**src/rtl/fpu_sequencer_pkg.sv**
```systemverilog
// ============================================================================
// Module  : fpu_sequencer_pkg
// Brief   : Shared widths, sequencer state encodings and the latched-op record.
// Revision: 1.0
// ============================================================================
`default_nettype none

package fpu_sequencer_pkg;

  localparam int LEN_WORD  = 32;
  localparam int LEN_FUNC3 = 3;
  localparam int LEN_FUNC7 = 7;
  localparam int LEN_REG   = 5;

  localparam logic [2:0] ST_IDLE  = 3'd0;
  localparam logic [2:0] ST_ISSUE = 3'd1;
  localparam logic [2:0] ST_WAIT  = 3'd2;
  localparam logic [2:0] ST_DRAIN = 3'd3;
  localparam logic [2:0] ST_DONE  = 3'd4;

  typedef struct packed {
    logic [LEN_FUNC3-1:0] func3;
    logic [LEN_FUNC7-1:0] func7;
    logic [LEN_WORD-1:0]  rs1;
    logic [LEN_WORD-1:0]  rs2;
    logic [LEN_REG-1:0]   rd;
  } fpu_op_t;

  // The fpu is legitimately busy (and may answer) only in these two states.
  function automatic logic fpu_in_flight(input logic [2:0] st);
    return (st == ST_WAIT) || (st == ST_DRAIN);
  endfunction

endpackage

`default_nettype wire

```
**src/rtl/fpu_watchdog.sv**
```systemverilog
// ============================================================================
// Module  : fpu_watchdog
// Brief   : Saturating cycle counter; expired once TIMEOUT-1 counts are reached.
// Revision: 1.0
// ============================================================================
`default_nettype none

module fpu_watchdog #(
  parameter int TIMEOUT = 64
) (
  input  logic clk,
  input  logic rstn,
  input  logic clear_i,
  input  logic enable_i,
  output logic expired_o
);

  localparam int         W      = $clog2(TIMEOUT);
  localparam logic [W-1:0] C_LAST = W'(TIMEOUT - 1);

  logic [W-1:0] count_q;

  assign expired_o = (count_q == C_LAST);

  // Holding at C_LAST keeps expired asserted instead of wrapping back to zero.
  always_ff @(posedge clk or negedge rstn) begin
    if (!rstn) begin
      count_q <= '0;
    end else if (clear_i) begin
      count_q <= '0;
    end else if (enable_i && !expired_o) begin
      count_q <= count_q + W'(1);
    end
  end

endmodule

`default_nettype wire

```
**src/rtl/fpu_sequencer.sv**
```systemverilog
// ============================================================================
// Module  : fpu_sequencer
// Brief   : Issue/completion controller between decode and the multi-cycle fpu.
// Revision: 1.0
// ============================================================================
`default_nettype none

module fpu_sequencer
  import fpu_sequencer_pkg::*;
#(
  parameter int TIMEOUT = 64
) (
  input  logic                 clk,
  input  logic                 rstn,
  input  logic                 req_valid,
  output logic                 req_ready,
  input  logic [LEN_FUNC3-1:0] req_func3,
  input  logic [LEN_FUNC7-1:0] req_func7,
  input  logic [LEN_WORD-1:0]  req_rs1,
  input  logic [LEN_WORD-1:0]  req_rs2,
  input  logic [LEN_REG-1:0]   req_rd,
  input  logic                 flush,
  output logic                 fpu_order,
  output logic [LEN_FUNC3-1:0] fpu_func3,
  output logic [LEN_FUNC7-1:0] fpu_func7,
  output logic [LEN_WORD-1:0]  fpu_rs1,
  output logic [LEN_WORD-1:0]  fpu_rs2,
  input  logic                 fpu_calculated,
  input  logic [LEN_WORD-1:0]  fpu_rd,
  input  logic                 fpu_running,
  output logic                 wb_valid,
  input  logic                 wb_ready,
  output logic [LEN_WORD-1:0]  wb_data,
  output logic [LEN_REG-1:0]   wb_rd,
  output logic                 wb_timeout,
  output logic                 err_proto,
  output logic                 err_timeout
);

  logic [2:0]          state_q, state_d;
  fpu_op_t             op_q;
  logic [LEN_WORD-1:0] wb_data_q;
  logic                wb_timeout_q;
  logic                err_proto_q;
  logic                err_timeout_q;

  logic w_accept;
  logic w_cap_result;
  logic w_cap_timeout;
  logic w_drain_timeout;
  logic w_stray_calc;
  logic w_wd_expired;
  logic w_unused_running;

  assign w_unused_running = fpu_running;

  fpu_watchdog #(
    .TIMEOUT (TIMEOUT)
  ) u_watchdog (
    .clk       (clk),
    .rstn      (rstn),
    .clear_i   (state_q == ST_ISSUE),
    .enable_i  (fpu_in_flight(state_q)),
    .expired_o (w_wd_expired)
  );

  // Gated by rstn so the port reads not-ready for the whole reset window.
  assign req_ready    = rstn && (state_q == ST_IDLE) && !flush;
  assign w_accept     = req_valid && req_ready;
  assign w_stray_calc = fpu_calculated && !fpu_in_flight(state_q);

  always_comb begin
    state_d         = state_q;
    w_cap_result    = 1'b0;
    w_cap_timeout   = 1'b0;
    w_drain_timeout = 1'b0;
    case (state_q)
      ST_IDLE: begin
        if (w_accept) state_d = ST_ISSUE;
      end
      ST_ISSUE: begin
        state_d = flush ? ST_DRAIN : ST_WAIT;
      end
      ST_WAIT: begin
        if (fpu_calculated) begin
          state_d      = flush ? ST_IDLE : ST_DONE;
          w_cap_result = !flush;
        end else if (flush) begin
          state_d = ST_DRAIN;
        end else if (w_wd_expired) begin
          state_d       = ST_DONE;
          w_cap_timeout = 1'b1;
        end
      end
      ST_DRAIN: begin
        if (fpu_calculated) begin
          state_d = ST_IDLE;
        end else if (w_wd_expired) begin
          state_d         = ST_IDLE;
          w_drain_timeout = 1'b1;
        end
      end
      ST_DONE: begin
        if (flush || wb_ready) state_d = ST_IDLE;
      end
      default: begin
        state_d = ST_IDLE;
      end
    endcase
  end

  always_ff @(posedge clk or negedge rstn) begin
    if (!rstn) begin
      state_q       <= ST_IDLE;
      op_q          <= '0;
      wb_data_q     <= '0;
      wb_timeout_q  <= 1'b0;
      err_proto_q   <= 1'b0;
      err_timeout_q <= 1'b0;
    end else begin
      state_q <= state_d;
      if (w_accept) begin
        op_q <= '{func3: req_func3, func7: req_func7, rs1: req_rs1,
                  rs2: req_rs2, rd: req_rd};
      end
      if (w_cap_result) begin
        wb_data_q    <= fpu_rd;
        wb_timeout_q <= 1'b0;
      end else if (w_cap_timeout) begin
        wb_data_q    <= '0;
        wb_timeout_q <= 1'b1;
      end
      if (w_stray_calc) err_proto_q <= 1'b1;
      if (w_cap_timeout || w_drain_timeout) err_timeout_q <= 1'b1;
    end
  end

  assign fpu_order   = (state_q == ST_ISSUE);
  assign fpu_func3   = op_q.func3;
  assign fpu_func7   = op_q.func7;
  assign fpu_rs1     = op_q.rs1;
  assign fpu_rs2     = op_q.rs2;
  assign wb_valid    = (state_q == ST_DONE);
  assign wb_data     = wb_data_q;
  assign wb_rd       = op_q.rd;
  assign wb_timeout  = wb_timeout_q;
  assign err_proto   = err_proto_q;
  assign err_timeout = err_timeout_q;

endmodule

`default_nettype wire

```
**config.mk**
```make
export PLATFORM = sky130hd
export DESIGN_NAME = fpu_sequencer
export DESIGN_NICKNAME = d
export VERILOG_FILES = /design/src/rtl/fpu_sequencer_pkg.sv /design/src/rtl/fpu_watchdog.sv /design/src/rtl/fpu_sequencer.sv
export SDC_FILE = /design/constraint.sdc
export NUM_CORES = 1
export LEC_CHECK = 0
export CAP_MARGIN = 20
export CORE_MARGIN = 2
export CORE_UTILIZATION = 35
export DETAILED_ROUTE_END_ITERATION = 8
export GPL_TIMING_DRIVEN = 0
export PLACE_DENSITY = 0.68
export SYNTH_ARGS = -nofsm -noshare
export SYNTH_HDL_FRONTEND = slang
export SYNTH_SLANG_ARGS = --single-unit
```
**constraint.sdc**
```tcl
create_clock -name clk -period 2.43 [get_ports clk]
set_clock_uncertainty 0.15 [all_clocks]
set_input_delay 0.729 -clock clk [delete_from_list [all_inputs] [get_ports clk]]
set_output_delay 0.729 -clock clk [all_outputs]
set_load 0.02 [all_outputs]
```
=== Yosys cells after proc, flatten, opt, wreduce, memory -nomap -nowiden ===
Index checks and enable logic that the tools add are counted.

* Output and inout port bits: 117
* Word-level logic and storage cells: 60
* Flip-flop bits (word level): 123

* Equality and inequality tests: 9
* Mux-type cells: 24
* Reductions and logical operators: 15
* Add/subtract/negate cells: 1

{| class="wikitable"
|+ Operator list
! cell !! number
|-
| $mux 32 || 2
|-
| $mux 3 || 8
|-
| $pmux 3 s5 || 1
|-
| $mux 6 || 2
|-
| $mux 1 || 11
|-
| $add 6x1->6 const B || 1
|-
| $eq 3x2->1 const B || 2
|-
| $eq 6x6->1 const B || 1
|-
| $logic_and 1x1->1 || 5
|-
| $ne 4x3->1 const B || 1
|-
| $reduce_and 4->1 || 1
|-
| $reduce_bool 2->1 || 2
|-
| $eq 3x1->1 const B || 1
|-
| $eq 3x3->1 const B || 1
|-
| $logic_not 1->1 || 3
|-
| $logic_not 3->1 || 1
|-
| $logic_or 1x1->1 || 3
|-
| $ne 3x2->1 const B || 1
|-
| $ne 2x1->1 const B || 1
|-
| $ne 2x2->1 const B || 1
|}

=== Logic depth before layout (Yosys ltp) ===
Gate-level depths: netlist of run 1.

* Word-level depth: 7
* Mapped depth: 6

=== By module ===
A second synthesis of run 1 with hierarchy kept.

* Cells, all modules: 312
* Area total of the unflattened synthesis: 4,809.6 µm²

{| class="wikitable"
|+ By module, submodules not included
! module !! cells an instance !! instances !! area an instance (µm²)
|-
| fpu_sequencer || 273 || 1 || 4,429.2
|-
| fpu_watchdog || 39 || 1 || 380.4
|}

=== Worst setup path after synthesis of run 1 ===
No wires, ideal clock.

* Path type: input-to-output
* Start point: input flush
* End point: output req_ready
* Arrival time: 1,451 ps
* Setup slack: 100 ps
* Cell stages on the path: 2
* Path buffers: 1
* Required time: 1,551 ps
* Path through: clkbuf_1 > nor3_1

* Word-level cells in the longest chain between the ends: 2

{| class="wikitable"
|+ Ends and longest elaborated chain
! what !! RTL line !! RTL
|-
| start, declared || fpu_sequencer.sv:22 || <nowiki>input logic flush,</nowiki>
|-
| $logic_not 1->1 || fpu_sequencer.sv:68 || <nowiki>assign req_ready = rstn && (state_q == ST_IDLE) && !flush;</nowiki>
|-
| $logic_and 1x1->1 || fpu_sequencer.sv:68 ||
|-
| end, declared || fpu_sequencer.sv:16 || <nowiki>output logic req_ready,</nowiki>
|}

Every way passes these cells.

=== Final worst setup path of run 1 ===
* Start point: register state_q[1]
* End point: output fpu_order

* Word-level cells in the longest chain between the ends: 1

{| class="wikitable"
|+ Ends and longest elaborated chain
! what !! RTL line !! RTL
|-
| start, declared || fpu_sequencer.sv:40 || <nowiki>logic [2:0] state_q, state_d;</nowiki>
|-
| start signal, assigned || fpu_sequencer.sv:121 || <nowiki>state_q <= state_d;</nowiki>
|-
| $eq 3x1->1 || fpu_sequencer.sv:138 || <nowiki>assign fpu_order = (state_q == ST_ISSUE);</nowiki>
|-
| end, declared || fpu_sequencer.sv:23 || <nowiki>output logic fpu_order,</nowiki>
|}

Every way passes these cells.

==> impl_summary.log, run 1 <==
INFO  metric cts_htree_levels = 4
INFO  metric p_clk_share = 25.3%
INFO  metric hpwlAfterDp = 8846 um
INFO  metric max-slew-margin-rel = 64.23%
INFO  metric timing.critical_path.mode_cell = inv_1
INFO  metric maximum_number_of_pins_on_one_net_before_global_route_repair = 36
INFO  metric vdd_ir_drop_max = 0.0007004 V
INFO  metric leading_cell_type_in_the_layout_fill_and_taps_excluded = clkdlybuf4s50_1
INFO  metric slew_viol_final = 0
INFO  metric die_area = 0.01438 mm2
INFO  metric cp_top_family = buffers and inverters
INFO  metric netlist_instances = 312
INFO  metric initial_utilization = 35.66%
INFO  metric die_w = 119.9 um
INFO  metric global_route.overflow_total = 0
INFO  metric ctsRootBufferMaster = clkbuf_16
INFO  metric share_comb_of_total_power = 42.5%
INFO  metric slowest_stage = dfrtp_1
INFO  metric detailedRoute.firstPassIterationCount = 4
INFO  metric final_cells = 760
INFO  metric worst_setup_hold_path_clk_slew = 50 ps
INFO  metric count_of_yosys_warnings_during_synthesis = 0
INFO  metric most-common-layout-cells = clkdlybuf4s50_1, dfrtp_1, mux2_2
INFO  metric worst_skew_pair.late_latency = 400 ps
INFO  metric globalRouteTotalUtil = 17.82%
INFO  metric fin_crit = 2342 ps
INFO  metric power_leakage = 0.003493 uW
INFO  metric timing.critical_path.buf_inv = 4
INFO  metric p_sw_share = 32.23%
INFO  metric numPlacedInstances = 721
INFO  metric worst_setup_path_type = reg2out
INFO  metric cts_made_buffers = 17
INFO  metric synthesis.area = 0.004703 mm2
INFO  metric synth_edf_count = 0
INFO  metric preCtsSetupSlack = -1104 ps
INFO  metric slowest_delay = 380 ps
INFO  metric critical_path.startpoint_type = flip-flop
INFO  metric ys_seq_elements = 123
INFO  metric cts.sinks = 123
INFO  metric final_layout_size_suffix_gt1_share = 22.95%
INFO  metric tightest_slew = 531.0 ps
INFO  metric n_antenna_cell = 0
INFO  metric timing.critical_path.cells = buf_2 > inv_1 > nand3_2 > inv_1 > buf_4
INFO  metric final_util = 61.33%
INFO  metric finalHoldWorstSlack = 18.40 ps
INFO  metric detail_route.drc_violations = 0
INFO  metric routed_wire_length_per_instance = 16.33 um
INFO  metric cp.arrival = 1460 ps
INFO  metric power_density = 1348 mW/mm2
INFO  metric seq_power_share = 32.1%
INFO  metric rows = 42
INFO  metric rsz0062_at_grt = true
INFO  metric worstSetupEndpointType = output pin
INFO  metric power.switching = 3514 uW
INFO  metric achievable-frequency = 0.4270 GHz
INFO  metric tritoncts = done
INFO  metric p_int = 7391 uW
INFO  metric drt_iter0_markers = 131
INFO  metric most_used_dff_post_synth = dfrtp_1
INFO  metric gpl_congestion = 0.7712
INFO  metric worstHoldPathType = in2async
INFO  metric timing.critical_path.required = 1550 ps
INFO  metric yosysSeqAreaShare = 65.44%
INFO  metric syn_to_final_growth = 71.99%
INFO  metric vias = 3641
INFO  metric first_global_vias = 3839
INFO  metric grt_first_pass_wirelength = 19580 um
INFO  metric cts.hold.buffers_added = 0
INFO  metric fp.coreArea = 0.01319 mm2
INFO  metric port_buffers = 232
INFO  metric crit_path_max_fanout = 10
INFO  metric setup_slack_of_the_critical_path_after_layout = 88.05 ps
INFO  metric final.period_utilization = 96.38%
INFO  metric remaining_antenna_violation_count_after_routing = 0
INFO  metric final_hold_viol_count = 0
INFO  metric synth.net_count = 431
INFO  metric final_nets = 690
INFO  metric fraction_of_registers_with_async_set_or_reset_after_synthesis = 100.0%
INFO  metric wirelength = 12410 um
INFO  metric ios = 235
INFO  metric outcome = completed
INFO  metric cap_violations = 0
INFO  metric vias_per_cell = 4.791
INFO  metric die_h = 119.9 um
INFO  metric synth_cell_type_count = 34
INFO  metric clock_path_buffers = 2
INFO  metric postSynthAreaPerCell = 15.07 um2
INFO  metric number_of_failing_setup_endpoints_in_the_final_timing_report = 0
INFO  metric antenna_found_initial = 0
## what timing repair did
| item | in CTS | in global routing |
|---|---|---|
| gates resized for setup | 20 | 1 |
| setup buffers | 2 | 3 |
| setup endpoints to repair | 82 | 3 |
| pin swaps | 1 | 0 |
| cloned | 3 | 0 |
## path summary, 6_finish.rpt
kind | from | end | slack, ps | cells past startpoint
worst max-delay path | state_q[1] | fpu_order | 90 | 5
worst min-delay path | rstn | fpu_rs1[24] | 20 | 1
worst max register to register | state_q[0] | fpu_rs2[6] | 370 | 6
worst min register to register | err_timeout | err_timeout | 330 | 1
max in group asynchronous | rstn | state_q[2] | 1570 | 2
min in group clk | err_timeout | err_timeout | 330 | 1
## per-layer routing
layer	GRT usage [%]	vias to the layer above	wire length [um]
met4	7.279	0	148
met2	28.98	155	6257
met5	0	-	0
met3	7.414	10	1139
met1	20.82	1813	4863
li1	-	1663	-
## layout make-up
cell class / count / area (um2)
plain buffers: 17 / 88.84
clock buffers: 20 / 466.7
clock inverters: 12 / 192.7
fillers: 1080 / 5101
inverters: 6 / 22.52
multi-input cells: 165 / 1520
flip-flops and latches: 123 / 3079
well taps: 176 / 220.2
repair buffers: 241 / 2499
## cells in the mapped netlist (all sizes together) (2+ instances only)
library cell / number / area share (%)
dfrtp: 123 / 65
mux2: 79 / 19
a22o: 32 / 6.0
buf: 13 / 1.6
nand3: 7 / 0.74
inv: 6 / 0.48
a21oi: 5 / 0.53
clkbuf: 5 / 0.40
nor2: 5 / 0.45
o21ai: 5 / 0.53
nand2: 4 / 0.32
nor3: 4 / 0.43
nand2b: 3 / 0.40
nand4: 3 / 0.40
nor4: 2 / 0.40
o211ai: 2 / 0.32
o31ai: 2 / 0.32
## through the flow
| step | power, uW | instance area [um2] | TNS [ps] |
|---|---|---|---|
| 2_1_floorplan | 5730 | 4703 | 0 |
| 3_3_place_gp | 8062 | 7246 | -946080 |
| 3_5_place_dp | 8165 | 7274 | -85590 |
| 4_1_cts | 11030 | 8064 | -18.21 |
| 5_1_grt | 11480 | 8089 | -42.65 |
| 6_report | 10910 | 8089 | 0 |
## kinds of logic after synthesis
group / share of synthesized area [%]
flip-flops: 65.44
multiplexers: 19.13
buffers and inverters: 2.447
AO/OA/AOI/OAI: 8.672
AND/OR/NAND/NOR: 4.044
adder cells (fa/ha/maj): 0.2660
## registers in the layout, summed over array words and instances, names as in the netlist
register,flops
err_timeout,1
fpu_func7,7
wb_data,32
wb_timeout,1
fpu_func3,3
fpu_rs2,32
wb_rd,5
err_proto,1
state_q,3
u_watchdog.count_q,6
fpu_rs1,32
## power groups by stage
stage	logic (uW)	clock network (uW)	registers (uW)
floorplan	1110	0	4620
global placement	4580	0	3480
detailed placement	4640	0	3520
CTS	4680	2840	3520
global route	4900	2950	3630
finish	4640	2760	3510
Power figures use the tool's default switching activity.
==> run 2, diff against run 1 <==
--- a/config.mk
+++ b/config.mk
@@ -9,6 +9,7 @@
 export CORE_MARGIN = 2
 export CORE_UTILIZATION = 35
 export DETAILED_ROUTE_END_ITERATION = 8
+export GPL_ROUTABILITY_DRIVEN = 0
 export GPL_TIMING_DRIVEN = 0
 export PLACE_DENSITY = 0.68
 export SYNTH_ARGS = -nofsm -noshare
==> results of run 2 <==
Same layout as run 1: the final DEF is identical, and so are final timing and power.
